File: src/rtl/core_pkg.sv
// Shared definitions for the integer register file and its scoreboard.
//   rf_state_t    : sequencer state (zero-filling or usable)
//   XLEN_DEFAULT  : default register width
//   REG_ZERO      : index of the architectural zero register
//   addr_in_range : true when an address names an existing register
package core_pkg;

    typedef enum logic {
        RF_CLEAR = 1'b0,
        RF_READY = 1'b1
    } rf_state_t;

    localparam int XLEN_DEFAULT = 32;
    localparam int REG_ZERO     = 0;

    // Addresses are widened to 32 bits by the caller so the compare
    // stays meaningful when NUM_REGS is not a power of two.
    function automatic logic addr_in_range(input logic [31:0] addr,
                                           input int unsigned num_regs);
        return addr < num_regs;
    endfunction

endpackage

File: src/rtl/rf_scoreboard.sv
// Per-register pending scoreboard for hazard detection.
//   clk, rst            : core clock, async active-high reset
//   flush_i             : clears every pending bit (zero-fill request)
//   issue_fire_i/addr_i : qualified issue, sets the destination's bit
//   wb0/wb1_fire_i/addr : qualified write-backs, clear the target's bit
//   rd_addr_i           : packed read addresses, ADDR_W bits per port
//   rd_pending_o        : pending bit per read port, with early-clear
module rf_scoreboard
    import core_pkg::*;
#(
    parameter int NUM_REGS = 32,
    parameter int NUM_RD   = 2,
    parameter int ADDR_W   = 5
) (
    input  logic                     clk,
    input  logic                     rst,
    input  logic                     flush_i,
    input  logic                     issue_fire_i,
    input  logic [ADDR_W-1:0]        issue_addr_i,
    input  logic                     wb0_fire_i,
    input  logic [ADDR_W-1:0]        wb0_addr_i,
    input  logic                     wb1_fire_i,
    input  logic [ADDR_W-1:0]        wb1_addr_i,
    input  logic [NUM_RD*ADDR_W-1:0] rd_addr_i,
    output logic [NUM_RD-1:0]        rd_pending_o
);

    logic [NUM_REGS-1:0] pending_q;
    logic [NUM_REGS-1:0] pending_d;

    // Set is applied after the clears so a same-cycle issue (the newer
    // producer) keeps the bit pending.
    always_comb begin
        pending_d = pending_q;
        if (flush_i) begin
            pending_d = '0;
        end else begin
            if (wb0_fire_i)   pending_d[wb0_addr_i]   = 1'b0;
            if (wb1_fire_i)   pending_d[wb1_addr_i]   = 1'b0;
            if (issue_fire_i) pending_d[issue_addr_i] = 1'b1;
        end
    end

    always_ff @(posedge clk or posedge rst) begin
        if (rst) pending_q <= '0;
        else     pending_q <= pending_d;
    end

    for (genvar i = 0; i < NUM_RD; i++) begin : g_rd
        logic [ADDR_W-1:0] a;
        logic              in_rng;
        logic              wb_hit;
        logic              iss_hit;

        assign a       = rd_addr_i[i*ADDR_W +: ADDR_W];
        assign in_rng  = addr_in_range(32'(a), NUM_REGS);
        assign wb_hit  = (wb0_fire_i && wb0_addr_i == a) ||
                         (wb1_fire_i && wb1_addr_i == a);
        assign iss_hit = issue_fire_i && issue_addr_i == a;
        assign rd_pending_o[i] = in_rng && pending_q[a] && !(wb_hit && !iss_hit);
    end

endmodule

File: src/rtl/register_file_mp.sv
// Multi-port integer register file with zero-fill sequencer.
//   clk, rst          : core clock, async active-high reset
//   rd_addr/rd_data   : NUM_RD combinational read ports (packed slices)
//   rd_pending        : scoreboard pending bit of each addressed register
//   wb0_*/wb1_*       : write-back ports (wb1 wins on address collision)
//   issue_en/addr     : marks a destination as pending
//   clear_req         : request a zero-fill of every register
//   ready             : file usable; low while zero-filling
module register_file_mp
    import core_pkg::*;
#(
    parameter  int XLEN     = XLEN_DEFAULT,
    parameter  int NUM_REGS = 32,
    parameter  int NUM_RD   = 2,
    parameter  int ZERO_REG = 1,
    parameter  int BYPASS   = 1,
    localparam int ADDR_W   = $clog2(NUM_REGS)
) (
    input  logic                     clk,
    input  logic                     rst,
    input  logic [NUM_RD*ADDR_W-1:0] rd_addr,
    output logic [NUM_RD*XLEN-1:0]   rd_data,
    output logic [NUM_RD-1:0]        rd_pending,
    input  logic                     wb0_en,
    input  logic [ADDR_W-1:0]        wb0_addr,
    input  logic [XLEN-1:0]          wb0_data,
    input  logic                     wb1_en,
    input  logic [ADDR_W-1:0]        wb1_addr,
    input  logic [XLEN-1:0]          wb1_data,
    input  logic                     issue_en,
    input  logic [ADDR_W-1:0]        issue_addr,
    input  logic                     clear_req,
    output logic                     ready
);

    // idx carries one spare bit so a power-of-two depth never wraps
    // before the last-entry compare.
    localparam logic [ADDR_W:0] LAST_IDX = (ADDR_W+1)'(NUM_REGS - 1);

    rf_state_t         state_q, state_d;
    logic [ADDR_W:0]   idx_q, idx_d;
    logic [XLEN-1:0]   mem_q [NUM_REGS];
    logic              wb0_fire, wb1_fire, issue_fire;
    logic [NUM_RD-1:0] sb_pending;

    assign ready = (state_q == RF_READY);

    // A port "fires" only when it will actually change architectural state.
    assign wb0_fire   = ready && wb0_en && addr_in_range(32'(wb0_addr), NUM_REGS) &&
                        !(ZERO_REG != 0 && wb0_addr == ADDR_W'(REG_ZERO));
    assign wb1_fire   = ready && wb1_en && addr_in_range(32'(wb1_addr), NUM_REGS) &&
                        !(ZERO_REG != 0 && wb1_addr == ADDR_W'(REG_ZERO));
    assign issue_fire = ready && issue_en && addr_in_range(32'(issue_addr), NUM_REGS) &&
                        !(ZERO_REG != 0 && issue_addr == ADDR_W'(REG_ZERO));

    always_comb begin
        state_d = state_q;
        idx_d   = idx_q;
        case (state_q)
            RF_CLEAR: begin
                if (idx_q == LAST_IDX) begin
                    state_d = RF_READY;
                    idx_d   = '0;
                end else begin
                    idx_d = idx_q + 1'b1;
                end
            end
            RF_READY: begin
                if (clear_req) begin
                    state_d = RF_CLEAR;
                    idx_d   = '0;
                end
            end
            default: begin
                state_d = RF_CLEAR;
                idx_d   = '0;
            end
        endcase
    end

    always_ff @(posedge clk or posedge rst) begin
        if (rst) begin
            state_q <= RF_CLEAR;
            idx_q   <= '0;
        end else begin
            state_q <= state_d;
            idx_q   <= idx_d;
        end
    end

    // Storage has no reset; the sequencer zero-fills it. wb1 is written
    // last so it wins a same-address collision.
    always_ff @(posedge clk) begin
        if (state_q == RF_CLEAR) begin
            mem_q[idx_q[ADDR_W-1:0]] <= '0;
        end else begin
            if (wb0_fire) mem_q[wb0_addr] <= wb0_data;
            if (wb1_fire) mem_q[wb1_addr] <= wb1_data;
        end
    end

    for (genvar i = 0; i < NUM_RD; i++) begin : g_rd
        logic [ADDR_W-1:0] a;
        logic [XLEN-1:0]   val;

        assign a = rd_addr[i*ADDR_W +: ADDR_W];

        always_comb begin
            val = '0;
            if (!ready)
                val = '0;
            else if (ZERO_REG != 0 && a == ADDR_W'(REG_ZERO))
                val = '0;
            else if (BYPASS != 0 && wb1_fire && wb1_addr == a)
                val = wb1_data;
            else if (BYPASS != 0 && wb0_fire && wb0_addr == a)
                val = wb0_data;
            else if (addr_in_range(32'(a), NUM_REGS))
                val = mem_q[a];
        end

        assign rd_data[i*XLEN +: XLEN] = val;
        assign rd_pending[i]           = ready && sb_pending[i];
    end

    rf_scoreboard #(
        .NUM_REGS (NUM_REGS),
        .NUM_RD   (NUM_RD),
        .ADDR_W   (ADDR_W)
    ) u_scoreboard (
        .clk          (clk),
        .rst          (rst),
        .flush_i      (ready && clear_req),
        .issue_fire_i (issue_fire),
        .issue_addr_i (issue_addr),
        .wb0_fire_i   (wb0_fire),
        .wb0_addr_i   (wb0_addr),
        .wb1_fire_i   (wb1_fire),
        .wb1_addr_i   (wb1_addr),
        .rd_addr_i    (rd_addr),
        .rd_pending_o (sb_pending)
    );

endmodule

File: config.mk
export PLATFORM = sky130hd
export DESIGN_NAME = register_file_mp
export DESIGN_NICKNAME = d
export VERILOG_FILES = /design/src/rtl/core_pkg.sv /design/src/rtl/rf_scoreboard.sv /design/src/rtl/register_file_mp.sv
export SDC_FILE = /design/constraint.sdc
export NUM_CORES = 2
export LEC_CHECK = 0
export CORE_MARGIN = 2
export CORE_UTILIZATION = 48
export CTS_CLUSTER_SIZE = 12
export DETAILED_ROUTE_END_ITERATION = 8
export SLEW_MARGIN = 20
export SYNTH_ARGS = -nofsm -noshare
export SYNTH_HDL_FRONTEND = slang
export SYNTH_SLANG_ARGS = --single-unit
File: constraint.sdc
create_clock -name clk -period 10.75 [get_ports clk]
set_clock_uncertainty 0.1 [all_clocks]
set_input_delay 1.6125 -clock clk [delete_from_list [all_inputs] [get_ports clk]]
set_output_delay 1.6125 -clock clk [all_outputs]
set_load 0.02 [all_outputs]
==> results.tsv <==
stage	metric	value	unit
placement	io_buffers	161	
yosys	synth.most_common_cell	nand2_1	
yosys	syn_avg_cell_area	10.36	sq um
global_route	grt_pass1_vias	49760	
pwr	sw_frac_of_total	29.65	%
sta	fin_setup_tns	0	ns
yosys	synthFlopType	edfxtp_1	
finish	drive_gt1_share	14.22	%
clock_tree	clk_pin_slew	0.05	ns
floorplan	dieArea	135700	sq um
pwr	ir_worst_vdd	0.1368	mV
min_path	hold_path_class	register to register	
sta	hold_viol	0	
routing	vias	52707	
routing	drt_wl_total	259400	um
sta	drv_slew	0	
global_route	grt_first_pass_wirelength	365500	um
routing	drtIter0Drc	8238	
clock_tree	clockRootBuffer	clkbuf_16	
floorplan	pin_count	162	
finish	fin_nets	5941	
global_route	grt_antenna_before_repair	5	
yosys	synth_commonest_cells	nand2_1, edfxtp_1, o21ai_0	
setup_path	worstPathRequired	9.04	ns
finish	synthToLayoutAreaGrowth	9.971	%
floorplan	core	131600	sq um
yosys	yosysTopAreaCell	edfxtp_1	
global_route	grt_overflow	0	
pwr	internal_power	7718	uW
sta	tightestPinTransition	1.288	ns
yosys	ys_seq_area_share	49.78	%
routing	wl_per_cell	33.69	um
setup_path	start_kind	input port	
routing	viasPerCell	6.845	
pwr	powerDensity	156.5	nW/um^2
sta	rsz0062_at_grt	no	
setup_path	cp_max_fo	42	
yosys	synth.top_cell.area_share	48.24	%
routing	first_pass_iters	8	
yosys	ys_ff_latch	1063	
routing	ant_nets	0	
yosys	ys_types	68	
setup_path	arrival	6.32	ns
floorplan	initial_core_util	48.42	%
clock_tree	cts_max_path_buffers	3	
floorplan	dieHeight	368.4	um
global_route	gr-usage-all-layers	37.37	%
sta	setup_ws	2.716	ns
setup_path	endpoint_kind	output pin	
setup_path	critical_path_class	input port to output pin	
pwr	switchingPower	3253	uW
placement	routabilityCongestion	0.9055	
pwr	pwr-share-comb	17.5	%
clock_tree	cts_resized	0	
clock_tree	cts.htree.levels	3	
yosys	synth_edf_count	1024	
yosys	yosys-top-cells-area	edfxtp_1, mux2i_1, o21ai_0	
clock_tree	cts_tree	yes	
yosys	async_flop_share	3.669	%
clock_tree	clk_latency	0.73	ns
placement	place_ws	2.782	ns
sta	setup_viol	0	
status	status	finished, final reports clean	
floorplan	die_w	368.4	um
pwr	clock_power_share	36.1	%
yosys	syn-instance-count	6153	
yosys	synth_nets	6249	
yosys	yosys_warnings	0	
clock_tree	numCtsBuffers	116	
pwr	leakagePower	0.02359	uW
flow_run	maxCapViolCount	0	
pwr	p_total	10970	uW
clock_tree	postCtsSetupRepairBufs	0	
yosys	synth.cell_area	63740	sq um
sta	post-route-min-period	8.034	ns
placement	hpwl	147500	um
sta	timing.fmax	124.5	MHz
floorplan	row_count	133	
clock_tree	clock_sink_count	1063	
pwr	seq_power_share	46.3	%
sta	slew_headroom	14.12	%
clock_tree	ctsHoldBuffers	0	
global_route	grt_max_degree	151	
routing	drc	0	
sta	period_share	74.73	%
## final timing paths
check / start / endpoint / slack (ns) / cells past startpoint
min reg2reg: idx_q[5] / idx_q[5] / 0.37 / 1
min: idx_q[5] / idx_q[5] / 0.37 / 1
min in group asynchronous: rst / u_scoreboard.pending_q[0] / 1.19 / 3
max in group asynchronous: rst / u_scoreboard.pending_q[25] / 8.99 / 3
max reg2reg: ready / mem_q[30][12] / 6.36 / 7
max: rd_addr[9] / rd_data[53] / 2.72 / 9
## cells by family after synthesis
family,share of synthesized area (%)
buf+inv,5.334
compound gates,15.78
simple gates,10.76
xor+xnor,0.4397
mux,17.89
flops,49.78
fa+ha+maj,0.01963
## placed cells by master (no fill, tap or decap), types with 34 or more instances in the layout
cell / netlist / layout
dfrtp_1: 39 / 39
o22ai_1: 127 / 125
o21ai_1: 145 / 141
nand2_1: 1200 / 1191
inv_1: 69 / 69
edfxtp_1: 1024 / 1024
o21ai_0: 912 / 891
nor4_1: 34 / 34
nand3_1: 142 / 139
mux2i_1: 506 / 506
a21oi_1: 95 / 92
a32oi_1: 36 / 36
and4_1: 63 / 62
mux4_2: 156 / 156
clkdlybuf4s50_1: 0 / 151
buf_4: 23 / 148
clkbuf_16: 0 / 118
mux2_2: 251 / 251
o211ai_1: 50 / 50
o31ai_1: 63 / 61
clkinv_1: 0 / 37
a22oi_1: 253 / 253
## layer usage
metal	wire (um)	global-route usage, %	vias up
met5	24	0	-
met3	33230	8.586	900
met2	115300	57.24	3972
met1	94370	48.98	25528
met4	16430	21.07	4
li1	-	-	22303
## stage by stage
stage          utilization (%)  hold slack [ns]  cell area (sq um)  cells
2_1_floorplan                -           0.3448              63740   6153
3_3_place_gp             50.38           0.3649              66310   7477
3_5_place_dp             50.46           0.3626              66430   7482
4_1_cts                  53.22           0.3754              70060   7699
5_1_grt                  53.25           0.3973              70090   7699
6_report                 53.25           0.3741              70090   7700
## sequential cells by signal, summed over array words and instances, names as in the netlist
| name | cells |
|---|---|
| idx_q | 6 |
| mem_q | 1024 |
| ready | 1 |
| u_scoreboard.pending_q | 32 |
## critical path, cell delays in order
cell,delay (ns)
clkdlybuf4s50_1,0.45
buf_4,0.27
or2_4,0.77
o31ai_2,0.17
a31oi_4,0.93
buf_4,0.72
o211ai_1,0.47
nand2_1,0.20
clkdlybuf4s50_1,0.65
## power by group through the flow
stage	clock network, uW	logic, uW	registers [uW]
finish	3970	1920	5080
CTS	3950	1860	5070
global route	4110	1960	5110
global placement	0	1830	5150
floorplan	0	1050	5120
detailed placement	0	1850	5160
## layout make-up
type,count,area (sq um)
Multi-Input combinational cell,4278,29420
Clock buffer,146,3088
Clock inverter,71,545.5
Sequential cell,1063,31730
Antenna cell,1,2.502
Timing Repair Buffer,316,2854
Tap cell,1755,2196
Inverter,70,262.8
Fill cell,11315,61540
No activity file was read; power rests on OpenSTA's default activity.
